`src/rtl/pe_array_output_collector.sv`:
```
// PE array output collector: ping-pong capture of PE vectors, lane-serial memory writes.
// Optional running write checksum under PE_COLLECT_CHECKSUM_EN.
module pe_array_output_collector #(
    parameter int N_PE        = 8,
    parameter int WID_PE_BITS = 16,
    parameter int ADDR_W      = 10,
    parameter int CNT_W       = 16
) (
    input  logic                        clk,
    input  logic                        rst,
    input  logic                        cfg_start,
    input  logic [ADDR_W-1:0]           cfg_base_addr,
    input  logic [CNT_W-1:0]            cfg_num_vec,
    input  logic                        pe_valid,
    output logic                        pe_ready,
    input  logic [N_PE*WID_PE_BITS-1:0] pe_data,
    output logic                        wr_en,
    output logic [ADDR_W-1:0]           wr_addr,
    output logic [WID_PE_BITS-1:0]      wr_data,
    input  logic                        wr_ready,
    output logic                        busy,
    output logic                        done,
    output logic [WID_PE_BITS-1:0]      checksum
);

    localparam int LW = (N_PE > 1) ? $clog2(N_PE) : 1;
    localparam logic [LW-1:0] LAST_LANE = LW'(N_PE - 1);

    localparam logic [1:0] IDLE   = 2'd0;
    localparam logic [1:0] RUN    = 2'd1;
    localparam logic [1:0] FINISH = 2'd2;

    logic [1:0]                  state, n_state;
    logic [N_PE*WID_PE_BITS-1:0] ent [2];
    logic [1:0]                  vld, n_vld;
    logic                        rd_ptr, n_rd, wr_ptr;
    logic [LW-1:0]               lane, n_lane;
    logic [CNT_W-1:0]            acc_cnt, n_acc, num_r, n_num;
    logic                        accept, hs, start_ok;
    logic [N_PE*WID_PE_BITS-1:0] src;
    logic [WID_PE_BITS-1:0]      n_word;

    always_comb begin
        accept   = pe_valid && pe_ready;
        hs       = wr_en && wr_ready;
        start_ok = (state == IDLE) && cfg_start;
        n_vld    = vld;
        n_rd     = rd_ptr;
        n_lane   = lane;
        if (hs) begin
            if (lane == LAST_LANE) begin
                n_vld[rd_ptr] = 1'b0;
                n_rd          = ~rd_ptr;
                n_lane        = '0;
            end else begin
                n_lane = lane + LW'(1);
            end
        end
        if (accept) n_vld[wr_ptr] = 1'b1;
        n_num = start_ok ? cfg_num_vec : num_r;
        n_acc = start_ok ? '0 : acc_cnt + CNT_W'(accept);
        n_state = state;
        unique case (state)
            IDLE:    if (cfg_start) n_state = (cfg_num_vec == '0) ? FINISH : RUN;
            RUN:     if (n_acc == n_num && n_vld == 2'b00) n_state = FINISH;
            FINISH:  n_state = IDLE;
            default: n_state = IDLE;
        endcase
        // A vector accepted into an empty buffer is presented straight from the bus
        src    = (accept && wr_ptr == n_rd) ? pe_data : ent[n_rd];
        n_word = src[n_lane*WID_PE_BITS +: WID_PE_BITS];
    end

    always_ff @(posedge clk or negedge rst) begin
        if (!rst) begin
            state    <= IDLE;
            ent[0]   <= '0;
            ent[1]   <= '0;
            vld      <= 2'b00;
            rd_ptr   <= 1'b0;
            wr_ptr   <= 1'b0;
            lane     <= '0;
            acc_cnt  <= '0;
            num_r    <= '0;
            pe_ready <= 1'b0;
            wr_en    <= 1'b0;
            wr_addr  <= '0;
            wr_data  <= '0;
            done     <= 1'b0;
        end else begin
            state   <= n_state;
            vld     <= n_vld;
            rd_ptr  <= n_rd;
            lane    <= n_lane;
            acc_cnt <= n_acc;
            num_r   <= n_num;
            if (accept) begin
                ent[wr_ptr] <= pe_data;
                wr_ptr      <= ~wr_ptr;
            end
            wr_en <= n_vld[n_rd];
            if (n_vld[n_rd]) wr_data <= n_word;
            if (start_ok) wr_addr <= cfg_base_addr;
            else if (hs)  wr_addr <= wr_addr + ADDR_W'(1);
            pe_ready <= (n_state == RUN) && (n_vld != 2'b11) && (n_acc < n_num);
            done     <= (n_state == FINISH);
        end
    end

    assign busy = (state != IDLE);

`ifdef PE_COLLECT_CHECKSUM_EN
    logic [WID_PE_BITS-1:0] sum;

    always_ff @(posedge clk or negedge rst) begin
        if (!rst)          sum <= '0;
        else if (start_ok) sum <= '0;
        else if (hs)       sum <= sum + wr_data;
    end

    assign checksum = sum;
`else
    assign checksum = '0;
`endif

endmodule

```
`config.mk`:
```
export PLATFORM = sky130hd
export DESIGN_NAME = pe_array_output_collector
export DESIGN_NICKNAME = d
export VERILOG_FILES = /design/src/rtl/pe_array_output_collector.sv
export SDC_FILE = /design/constraint.sdc
export NUM_CORES = 1
export LEC_CHECK = 0
export ABC_AREA = 1
export ABC_CLOCK_PERIOD_IN_PS = 4490
export CAP_MARGIN = 20
export CELL_PAD_IN_SITES_DETAIL_PLACEMENT = 0
export CELL_PAD_IN_SITES_GLOBAL_PLACEMENT = 1
export CORE_MARGIN = 1
export CORE_UTILIZATION = 41
export DETAILED_ROUTE_END_ITERATION = 10
export GPL_ROUTABILITY_DRIVEN = 1
export PLACE_DENSITY = 0.87
export SYNTH_ARGS = -nofsm -noshare
export SYNTH_HDL_FRONTEND = slang
export SYNTH_SLANG_ARGS = --single-unit
```
`constraint.sdc`:
```
create_clock -name clk -period 4.49 [get_ports clk]
set_input_delay 0.6735 -clock clk [delete_from_list [all_inputs] [get_ports clk]]
set_output_delay 0.6735 -clock clk [all_outputs]
set_load 0.02 [all_outputs]
```
==> impl_results.rst <==
.. list-table::
   :header-rows: 1

   * - Metric
     - Value
   * - Post-synth top flop
     - dfrtp_1
   * - Leading cell type in the layout, fill and taps excluded
     - nand2_1
   * - Fin Clk Skew
     - 0.0240 ns
   * - Layer with the highest usage after global routing
     - met2
   * - Number of unique standard cell types used by synthesis
     - 43
   * - Clock Pin Slew Worst Setup and Hold Paths
     - 0.06 ns
   * - Wirelength, routed
     - roughly 53 mm
   * - Number of optimization iterations in the first detailed-route pass
     - 6
   * - Remaining global-route overflow
     - 0
   * - Unrepaired setup endpoints after global routing
     - no
   * - Initial core utilization
     - 0.417
   * - Required time of the critical path
     - 4.92 ns
   * - Commonest cells after routing, fill and taps aside
     - nand2_1, dfrtp_1, nand3_1
   * - Placed Cells
     - 3080
   * - Crit path kind
     - input port to flop
   * - CTS tree
     - built
   * - Total power after layout
     - about 16 mW
   * - Mean post-synth cell area
     - 7.10 um2
   * - Met1 routing resource usage after global routing
     - 0.355
   * - Number of nets with antenna violations after routing
     - 0
   * - Hold buffers post-CTS
     - 0
   * - Std cell rows
     - 75
   * - Endpoint type of the worst setup path
     - flop
   * - Asr flop ratio synth
     - 1.00
   * - DIE AREA
     - 43700 um2
   * - Y dimension of the die
     - 209 um
   * - Tightest Pin Transition
     - 1.12 ns
   * - Global-route track usage on met3
     - 0.0424
   * - Fmax
     - 266 MHz
   * - Final hold violation count
     - 0
   * - Final count of pins violating max slew
     - 0
   * - Io pins
     - around 210
   * - CTS Buf Count
     - 39
   * - Cell area after technology mapping
     - 17600 um2
   * - Setup TNS
     - 0 ns
   * - Portion of the post-synthesis area used by sequential elements
     - 0.464
   * - DRC errors left
     - 0
   * - Count of mapped cells out of synthesis
     - 2474
   * - Static leakage
     - 10.5 nW
   * - Worst-Skew Late Latency
     - approximately 0.56 ns
   * - Worst hold path class
     - input port to asynchronous set/reset pin
   * - Minimum clock period after layout
     - 3.77 ns
   * - Count of maximum capacitance violations
     - 0
   * - Final Cycle Share
     - 0.839
   * - Number of warnings printed during yosys synthesis
     - 0
   * - Finish-stage setup viols
     - 0
   * - Maximum number of buffers from clock root to sink
     - 3
   * - Detail-routed net length per standard cell
     - roughly 17 um
   * - Post-CTS setup buffer count
     - 0
   * - Diode insertion count for antenna repair
     - 0
   * - H-tree levels
     - 2
   * - Fill cell total of the finished layout
     - 4152
   * - Clock sink count
     - 326
   * - Area Overhead vs Synth
     - 19.6%
   * - Nets
     - 2763
   * - Core utilization of the finished layout
     - 0.499
   * - Overall fraction of global-route tracks in use
     - 0.244
   * - Flops & latches, synth
     - 326
   * - Wire length of the first global-routing pass
     - between 80 and 90 mm
   * - Via density
     - 5.20
   * - Post_cts resized
     - 0
   * - Initial DRC Count
     - 1318
   * - Filler-free cell count of the finished design
     - 3146
   * - EDFF count, synth
     - 0
   * - Pin count of the biggest net entering global routing
     - 122
   * - Number of global-route vias before repair
     - 15113
   * - Root cell of the clock tree
     - clkbuf_16
   * - Power Density
     - 738 nW/um2
   * - HPWL Detailed
     - 34.2 mm
   * - CP startpoint kind
     - input port
   * - Met2 track demand over resource in global routing
     - 0.375
   * - Share of final-layout standard cells stronger than drive strength 1
     - 0.0449
   * - Largest fanout on the critical path
     - 4
   * - Port bufs
     - 188
   * - Core Box Area
     - 42100 um2
   * - Die outline width
     - 209 um
   * - Endpoint arrival time on the critical path
     - 4.19 ns
   * - Status
     - complete, no violations
   * - Final Wtd Congestion
     - ~0.84
   * - Max rail drop VDD
     - 456 uV
   * - Max-Slew Margin vs Limit
     - 0.254
   * - Antenna violations before repair
     - 0
   * - Number of vias in the routed layout
     - about 16000
[cell families after synthesis]
group                    after synthesis  share of synthesized area
AO/OA/AOI/OAI                        330                     0.0972
XOR/XNOR                               3                    0.00150
adder cells (fa/ha/maj)               21                     0.0150
buffers and inverters                445                      0.104
flip-flops                           326                      0.464
other                                  1                   0.000213
AND/OR/NAND/NOR                     1348                      0.318
[cell usage after synthesis, types with 19 or more instances]
| cell | n | area (um2) |
|---|---|---|
| nand2_1 | 837 | 3140 |
| dfrtp_1 | 326 | 8160 |
| nand3_1 | 305 | 1530 |
| o21ai_0 | 285 | 1430 |
| inv_1 | 270 | 1010 |
| nor2_1 | 150 | 563 |
| clkbuf_1 | 87 | 327 |
| buf_2 | 51 | 255 |
| buf_4 | 22 | 165 |
| nand4_1 | 22 | 138 |
| ha_1 | 21 | 263 |
| a21oi_1 | 19 | 95.1 |
[worst max-delay path, stage by stage]
cell and delay [ns]:
clkdlybuf4s50_1 0.46, nand2_1 0.10, inv_1 0.10, ha_1 0.18, ha_1 0.20, nand3_1 0.11, nor2_1 0.15, inv_1 0.07
nor2_1 0.13, nand2_1 0.10, nor2_1 0.18, nand3_1 0.15, o21ai_0 0.18, nor2_1 0.08, ha_1 0.27, nand2_1 0.07
nor2_1 0.14, nand2_1 0.09, inv_1 0.06, nand3_1 0.05, or3_1 0.36, a22oi_1 0.20, nor2_1 0.08
[metrics by stage]
step / setup WS [ns] / hold slack [ns] / cell area, um2
2_1_floorplan: 0.418 / 0.378 / 17600
3_3_place_gp: 0.301 / 0.454 / 19800
3_5_place_dp: 0.174 / 0.459 / 19800
4_1_cts: 0.750 / 0.0935 / 21000
5_1_grt: 0.226 / 0.120 / 21000
6_report: 0.724 / 0.0788 / 21000
[registers in the layout, summed over array words and instances, names as in the netlist]
name / count
ent: 256
acc_cnt: 16
num_r: 16
wr_data: 16
wr_addr: 10
lane: 3
state: 2
vld: 2
done: 1
pe_ready: 1
rd_ptr: 1
wr_en: 1
wr_ptr: 1
[power by group]
group	internal, mW	total, mW	switching (mW)
combinational	2.57	7.68	5.11
sequential	4.25	4.86	0.607
clock	1.71	2.98	1.26
[final timing paths]
kind	startpoint	end	slack, ns	cells after the start
worst max-delay path	pe_valid	pe_ready$_DFF_PN0_	0.72	23
worst min-delay path	rst	wr_addr[9]$_DFFE_PN0P_	0.08	1
worst max register to register	pe_ready$_DFF_PN0_	pe_ready$_DFF_PN0_	0.97	22
worst min register to register	ent[39]$_DFFE_PN0P_	ent[39]$_DFFE_PN0P_	0.47	2
max in group asynchronous	rst	ent[185]$_DFFE_PN0P_	3.48	2
min in group clk	ent[39]$_DFFE_PN0P_	ent[39]$_DFFE_PN0P_	0.47	2
[area by class of cell]
cell class	count	area (um2)	share of cell area
Clock buffer	55	1110	0.0526
Clock inverter	10	66.3	0.00315
Inverter	276	1040	0.0494
Multi-Input combinational cell	1718	7700	0.366
Sequential cell	326	8160	0.388
Tap cell	539	674	0.0321
Timing Repair Buffer	222	2270	0.108
[per-layer routing]
metal | share of wire | up-vias | routed length, um
met5 | 0 | - | 0
met3 | 0.065 | 81 | 3430
met1 | 0.46 | 7766 | 24500
li1 | - | 7988 | -
met4 | 0.023 | 0 | 1240
met2 | 0.45 | 528 | 24000
Power figures use the tool's default switching activity.
